## src/rtl/fmul_arbiter.sv

```systemverilog
// Two-port round-robin front end for one shared single-precision multiplier.
// Build with FMUL_ARB_STATS_EN defined to add the stat_issued/stat_errors counters.
module fmul_arbiter #(
  parameter bit RR_INIT = 1'b0
) (
  input  logic        clk,
  input  logic        rst,
  input  logic        req0_valid,
  output logic        req0_ready,
  input  logic [31:0] req0_a,
  input  logic [31:0] req0_b,
  input  logic        req1_valid,
  output logic        req1_ready,
  input  logic [31:0] req1_a,
  input  logic [31:0] req1_b,
  output logic [31:0] mul_a,
  output logic [31:0] mul_b,
  input  logic        mul_sign,
  input  logic [7:0]  mul_exp,
  input  logic [23:0] mul_frac,
  input  logic        mul_error,
  input  logic        mul_overflow,
  output logic        rsp0_valid,
  input  logic        rsp0_ready,
  output logic [32:0] rsp0_data,
  output logic [1:0]  rsp0_flags,
  output logic        rsp1_valid,
  input  logic        rsp1_ready,
  output logic [32:0] rsp1_data,
  output logic [1:0]  rsp1_flags,
  output logic        busy
`ifdef FMUL_ARB_STATS_EN
  ,
  output logic [15:0] stat_issued,
  output logic [15:0] stat_errors
`endif
);

  localparam logic [1:0] ST_IDLE = 2'd0;
  localparam logic [1:0] ST_BUSY = 2'd1;
  localparam logic [1:0] ST_DONE = 2'd2;

  logic [1:0]  req_valid;
  logic [1:0]  rsp_ready;
  logic [1:0]  elig;
  logic [1:0]  gnt;

  logic [1:0]  st_q        [2];
  logic [1:0]  st_d        [2];
  logic [32:0] rsp_data_q  [2];
  logic [32:0] rsp_data_d  [2];
  logic [1:0]  rsp_flags_q [2];
  logic [1:0]  rsp_flags_d [2];

  logic        prio_q, prio_d;           // port that wins when both are eligible
  logic        issue_vld_q, issue_vld_d;
  logic        issue_id_q, issue_id_d;
  logic [31:0] mul_a_q, mul_a_d;
  logic [31:0] mul_b_q, mul_b_d;

  assign req_valid = {req1_valid, req0_valid};
  assign rsp_ready = {rsp1_ready, rsp0_ready};

  // Grants are suppressed during reset so no handshake can be seen on a reset edge.
  always_comb begin
    for (int i = 0; i < 2; i++) begin
      elig[i] = !rst && (st_q[i] == ST_IDLE) && req_valid[i];
    end
    gnt[0] = elig[0] && (!elig[1] || !prio_q);
    gnt[1] = elig[1] && (!elig[0] ||  prio_q);
  end

  // NOTE: every always_comb output gets a default first, so no path leaves it unassigned (no latch).
  always_comb begin
    prio_d      = prio_q;
    issue_vld_d = |gnt;
    issue_id_d  = issue_id_q;
    mul_a_d     = mul_a_q;
    mul_b_d     = mul_b_q;
    if (|gnt) begin
      prio_d     = gnt[0];
      issue_id_d = gnt[1];
      mul_a_d    = gnt[1] ? req1_a : req0_a;
      mul_b_d    = gnt[1] ? req1_b : req0_b;
    end

    for (int i = 0; i < 2; i++) begin
      st_d[i]        = st_q[i];
      rsp_data_d[i]  = rsp_data_q[i];
      rsp_flags_d[i] = rsp_flags_q[i];
      case (st_q[i])
        ST_IDLE: if (gnt[i]) st_d[i] = ST_BUSY;
        ST_BUSY: begin
          if (issue_vld_q && (issue_id_q == 1'(i))) begin
            st_d[i]        = ST_DONE;
            rsp_data_d[i]  = {mul_sign, mul_exp, mul_frac};
            rsp_flags_d[i] = {mul_error, mul_overflow};
          end
        end
        ST_DONE: if (rsp_ready[i]) st_d[i] = ST_IDLE;
        default: st_d[i] = ST_IDLE;
      endcase
    end
  end

  // NOTE: the two response buffers are reset too; their contents are visible on rspN_data.
  always_ff @(posedge clk) begin
    if (rst) begin
      for (int i = 0; i < 2; i++) begin
        st_q[i]        <= ST_IDLE;
        rsp_data_q[i]  <= '0;
        rsp_flags_q[i] <= '0;
      end
      prio_q      <= RR_INIT;
      issue_vld_q <= 1'b0;
      issue_id_q  <= 1'b0;
      mul_a_q     <= '0;
      mul_b_q     <= '0;
    end else begin
      // NOTE: state registers use non-blocking assignment so all flops update from pre-edge values.
      st_q        <= st_d;
      rsp_data_q  <= rsp_data_d;
      rsp_flags_q <= rsp_flags_d;
      prio_q      <= prio_d;
      issue_vld_q <= issue_vld_d;
      issue_id_q  <= issue_id_d;
      mul_a_q     <= mul_a_d;
      mul_b_q     <= mul_b_d;
    end
  end

`ifdef FMUL_ARB_STATS_EN
  logic [15:0] stat_issued_q, stat_issued_d;
  logic [15:0] stat_errors_q, stat_errors_d;

  // Both counters saturate rather than wrap.
  always_comb begin
    stat_issued_d = stat_issued_q;
    stat_errors_d = stat_errors_q;
    if ((|gnt) && (stat_issued_q != 16'hFFFF)) stat_issued_d = stat_issued_q + 16'd1;
    if (issue_vld_q && mul_error && (stat_errors_q != 16'hFFFF)) stat_errors_d = stat_errors_q + 16'd1;
  end

  always_ff @(posedge clk) begin
    if (rst) begin
      stat_issued_q <= '0;
      stat_errors_q <= '0;
    end else begin
      stat_issued_q <= stat_issued_d;
      stat_errors_q <= stat_errors_d;
    end
  end

  assign stat_issued = stat_issued_q;
  assign stat_errors = stat_errors_q;
`endif

  assign req0_ready = gnt[0];
  assign req1_ready = gnt[1];
  assign mul_a      = mul_a_q;
  assign mul_b      = mul_b_q;
  assign rsp0_valid = (st_q[0] == ST_DONE);
  assign rsp1_valid = (st_q[1] == ST_DONE);
  assign rsp0_data  = rsp_data_q[0];
  assign rsp1_data  = rsp_data_q[1];
  assign rsp0_flags = rsp_flags_q[0];
  assign rsp1_flags = rsp_flags_q[1];
  assign busy       = (st_q[0] != ST_IDLE) || (st_q[1] != ST_IDLE);

endmodule
```

## config.mk

```make
export PLATFORM = sky130hd
export DESIGN_NAME = fmul_arbiter
export DESIGN_NICKNAME = d
export VERILOG_FILES = /design/src/rtl/fmul_arbiter.sv
export SDC_FILE = /design/constraint.sdc
export NUM_CORES = 1
export LEC_CHECK = 0
export CORE_ASPECT_RATIO = 0.75
export CORE_MARGIN = 3
export CORE_UTILIZATION = 33
export CTS_BUF_LIST = sky130_fd_sc_hd__clkbuf_16
export CTS_CLUSTER_DIAMETER = 80
export DETAILED_ROUTE_END_ITERATION = 7
export GPL_ROUTABILITY_DRIVEN = 0
export PLACE_DENSITY = 0.75
export SYNTH_ARGS = -nofsm -noshare
export SYNTH_HDL_FRONTEND = slang
export SYNTH_SLANG_ARGS = --single-unit
```

## constraint.sdc

```tcl
create_clock -name clk -period 5.95 [get_ports clk]
set_clock_uncertainty 0.2 [all_clocks]
set_input_delay 1.785 -clock clk [delete_from_list [all_inputs] [get_ports clk]]
set_output_delay 1.785 -clock clk [all_outputs]
set_load 0.1 [all_outputs]
```

==> impl_metrics.json <==
{
  "status": "finished clean",
  "synth_seq_area_share_pct": 50.3,
  "dp_hpwl_microns": 12900,
  "wl_per_cell_microns": 17.2,
  "cts-root-buf": "clkbuf_16",
  "grt_max_degree": 99,
  "track_usage_pct": 20.3,
  "viasPerCell": 5.03,
  "p_clk_share_pct": 35.5,
  "cts_sinks": 141,
  "pwr-share-seq_pct": 32.1,
  "ys_ff_latch": 141,
  "worstPathMaxFanout": 2,
  "sw_frac_of_total_pct": 37.1,
  "numCtsBuffers": 17,
  "ys_types": 23,
  "yosysMostFrequentCell": "nand2_1",
  "synth_flop_cell": "dfxtp_1",
  "die_x_microns": 157,
  "clk_latency_ps": 420,
  "clk_pin_slew_worst_paths_ps": 60,
  "min_path_type": "reg2reg",
  "cts_tree": "yes",
  "fin_ws_ps": 545,
  "design_area_sq_mm": 0.00944,
  "syn_avg_cell_area_sq_um": 8.83,
  "synthTopCellsByArea": "dfxtp_1 (50%), nand2_1 (9.6%), o221a_1 (7.6%)",
  "antenna_found_initial": 1,
  "cts_max_path_buffers": 2,
  "coreArea_sq_mm": 0.0163,
  "critical_path.endpoint_type": "primary output",
  "drv_slew": 0,
  "drive_above_1_share_pct": 8.02,
  "power.leakage_nw": 3.46,
  "synth_nets": 804,
  "setup-violations-final": 0,
  "grt_pass1_wl_microns": 30000,
  "syn2layout_area_growth_pct": 68.3,
  "holdWs_ps": 253,
  "p_int_w": 0.00211,
  "dieHeight_microns": 119,
  "gr-total-overflow": 0,
  "setup_tns_ps": 0,
  "synth_cells": 635,
  "synthArstFlopShare_pct": 0,
  "ant_nets": 0,
  "ctsHoldBuffers": 0,
  "drt-total-wl_microns": 19500,
  "finalCritPeriodShare_pct": 90.8,
  "start_util_pct": 34.4,
  "rows": 40,
  "dpl_cell_area_sq_mm": 0.00878,
  "synth_commonest_cells": "nand2_1 (144), dfxtp_1 (141), a21oi_1 (75)",
  "finalHoldViolations": 0,
  "post-route-min-period_ps": 5400,
  "die-area_sq_mm": 0.0186,
  "max_slew.worst_pin.slew_ps": 1050,
  "maxCapViolCount": 0,
  "powerDensity_mw_per_mm2": 355,
  "critPathKind": "in2out",
  "firstDrtPassIters": 5,
  "numPortBuffers": 307,
  "worst_ep_arrival_time_ps": 3420,
  "clock.fmax_mhz": 185,
  "dp_slack_ps": 548,
  "vias": 5707,
  "rsz0062_at_grt": "no",
  "power_frac_comb_pct": 32.4,
  "post_cts_buffers": 0,
  "synth_top_area_cell": "dfxtp_1",
  "ir_drop_uv": 175,
  "cts_htree_levels": 4,
  "synth_top_area_share_pct": 50.3,
  "drc_errors": 0,
  "critPathLaunchType": "primary input",
  "drtIter0Drc": 332,
  "cts_resized": 0,
  "nets": 1079,
  "yosysWarnings": 0,
  "switchingPower_w": 0.00124,
  "synth-edff-count": 0,
  "critPathRequiredTime_ps": 3960,
  "final_core_util_pct": 57.8,
  "grt_pass1_vias": 5519,
  "fillers": 1415,
  "relSlewSlack_pct": 30.1,
  "pin_count": 308,
  "netlist_area_sq_mm": 0.00561
}
-- worst paths after layout --
path | from | endpoint | slack [ps] | cells after the start
worst max-delay path | req0_valid | req0_ready | 550 | 5
worst min register to register | rsp1_flags[1] | rsp1_flags[1] | 250 | 2
worst max register to register | st_q[3] | mul_b[0] | 3580 | 4
worst min-delay path | rsp1_flags[1] | rsp1_flags[1] | 250 | 2
-- layout by cell type (no fill, tap or decap) --
cell	n
inv_1	3
bufinv_16	5
nor3_1	1
inv_8	1
buf_12	2
and4b_1	1
nand2_1	144
nand4bb_1	1
inv_6	3
dfxtp_1	141
a31o_2	2
clkinv_4	4
nand3_1	64
clkinv_1	1
nand2b_1	68
nor4bb_4	1
nor2_1	2
nand3b_1	2
clkdlybuf4s50_1	304
nand4b_1	1
o221a_2	26
nor2b_1	3
diode_2	1
buf_4	10
a21oi_1	75
clkinvlp_4	1
clkbuf_16	17
or4b_2	2
o221a_1	38
-- routing by layer --
metal  vias to the layer above  wire length (microns)  track usage, %
li1                       2769                      -               -
met1                      2672                   8260            25.5
met2                       230                   9010            31.8
met3                        36                   1660            7.41
met4                         0                    539            7.98
met5                         -                      0               0
-- flip-flops by register name (all words and copies together), names as in the netlist --
register	count
issue_id_q	1
issue_vld_q	1
mul_a	32
mul_b	32
prio_q	1
rsp0_data	33
rsp0_flags	2
rsp1_data	33
rsp1_flags	2
st_q	4
-- power groups by stage --
stage          sequential, W  clock [W]  combinational [W]
3_3_place_gp         0.00109          0            0.00109
3_5_place_dp         0.00109          0            0.00109
6_report             0.00108    0.00119            0.00109
4_1_cts              0.00108    0.00122            0.00109
5_1_grt              0.00109    0.00125            0.00112
2_1_floorplan        0.00165          0           0.000203
-- worst max-delay path: stages --
cell	delay, ps
clkdlybuf4s50_1	470
or4b_2	600
a31o_2	250
inv_1	110
buf_12	190
-- cell families (layout without fill, tap and decap cells) --
logic type | Yosys count | after routing | share of synthesized area (%)
simple gates | 290 | 290 | 24.8
compound gates | 141 | 141 | 19.9
flops | 141 | 141 | 50.3
buf+inv | 63 | 351 | 4.98
other cells | 0 | 1 | 0
-- through the flow --
stage / cells / power (W)
5_1_grt: 1134 / 0.00346
3_3_place_gp: 1101 / 0.00218
3_5_place_dp: 1101 / 0.00218
6_report: 1134 / 0.00335
2_1_floorplan: 635 / 0.00186
4_1_cts: 1133 / 0.00339
-- final cells by class --
cell class / instances / area, sq um / area share [%]
well taps: 210 / 263 / 2.78
multi-input cells: 431 / 2520 / 26.7
flip-flops and latches: 141 / 2820 / 29.9
clock inverters: 15 / 234 / 2.48
clock buffers: 17 / 425 / 4.51
diodes: 1 / 2.50 / 0.0265
repair buffers: 316 / 3160 / 33.5
inverters: 3 / 11.3 / 0.119
Note: power is estimated with default switching activity, not from simulation.
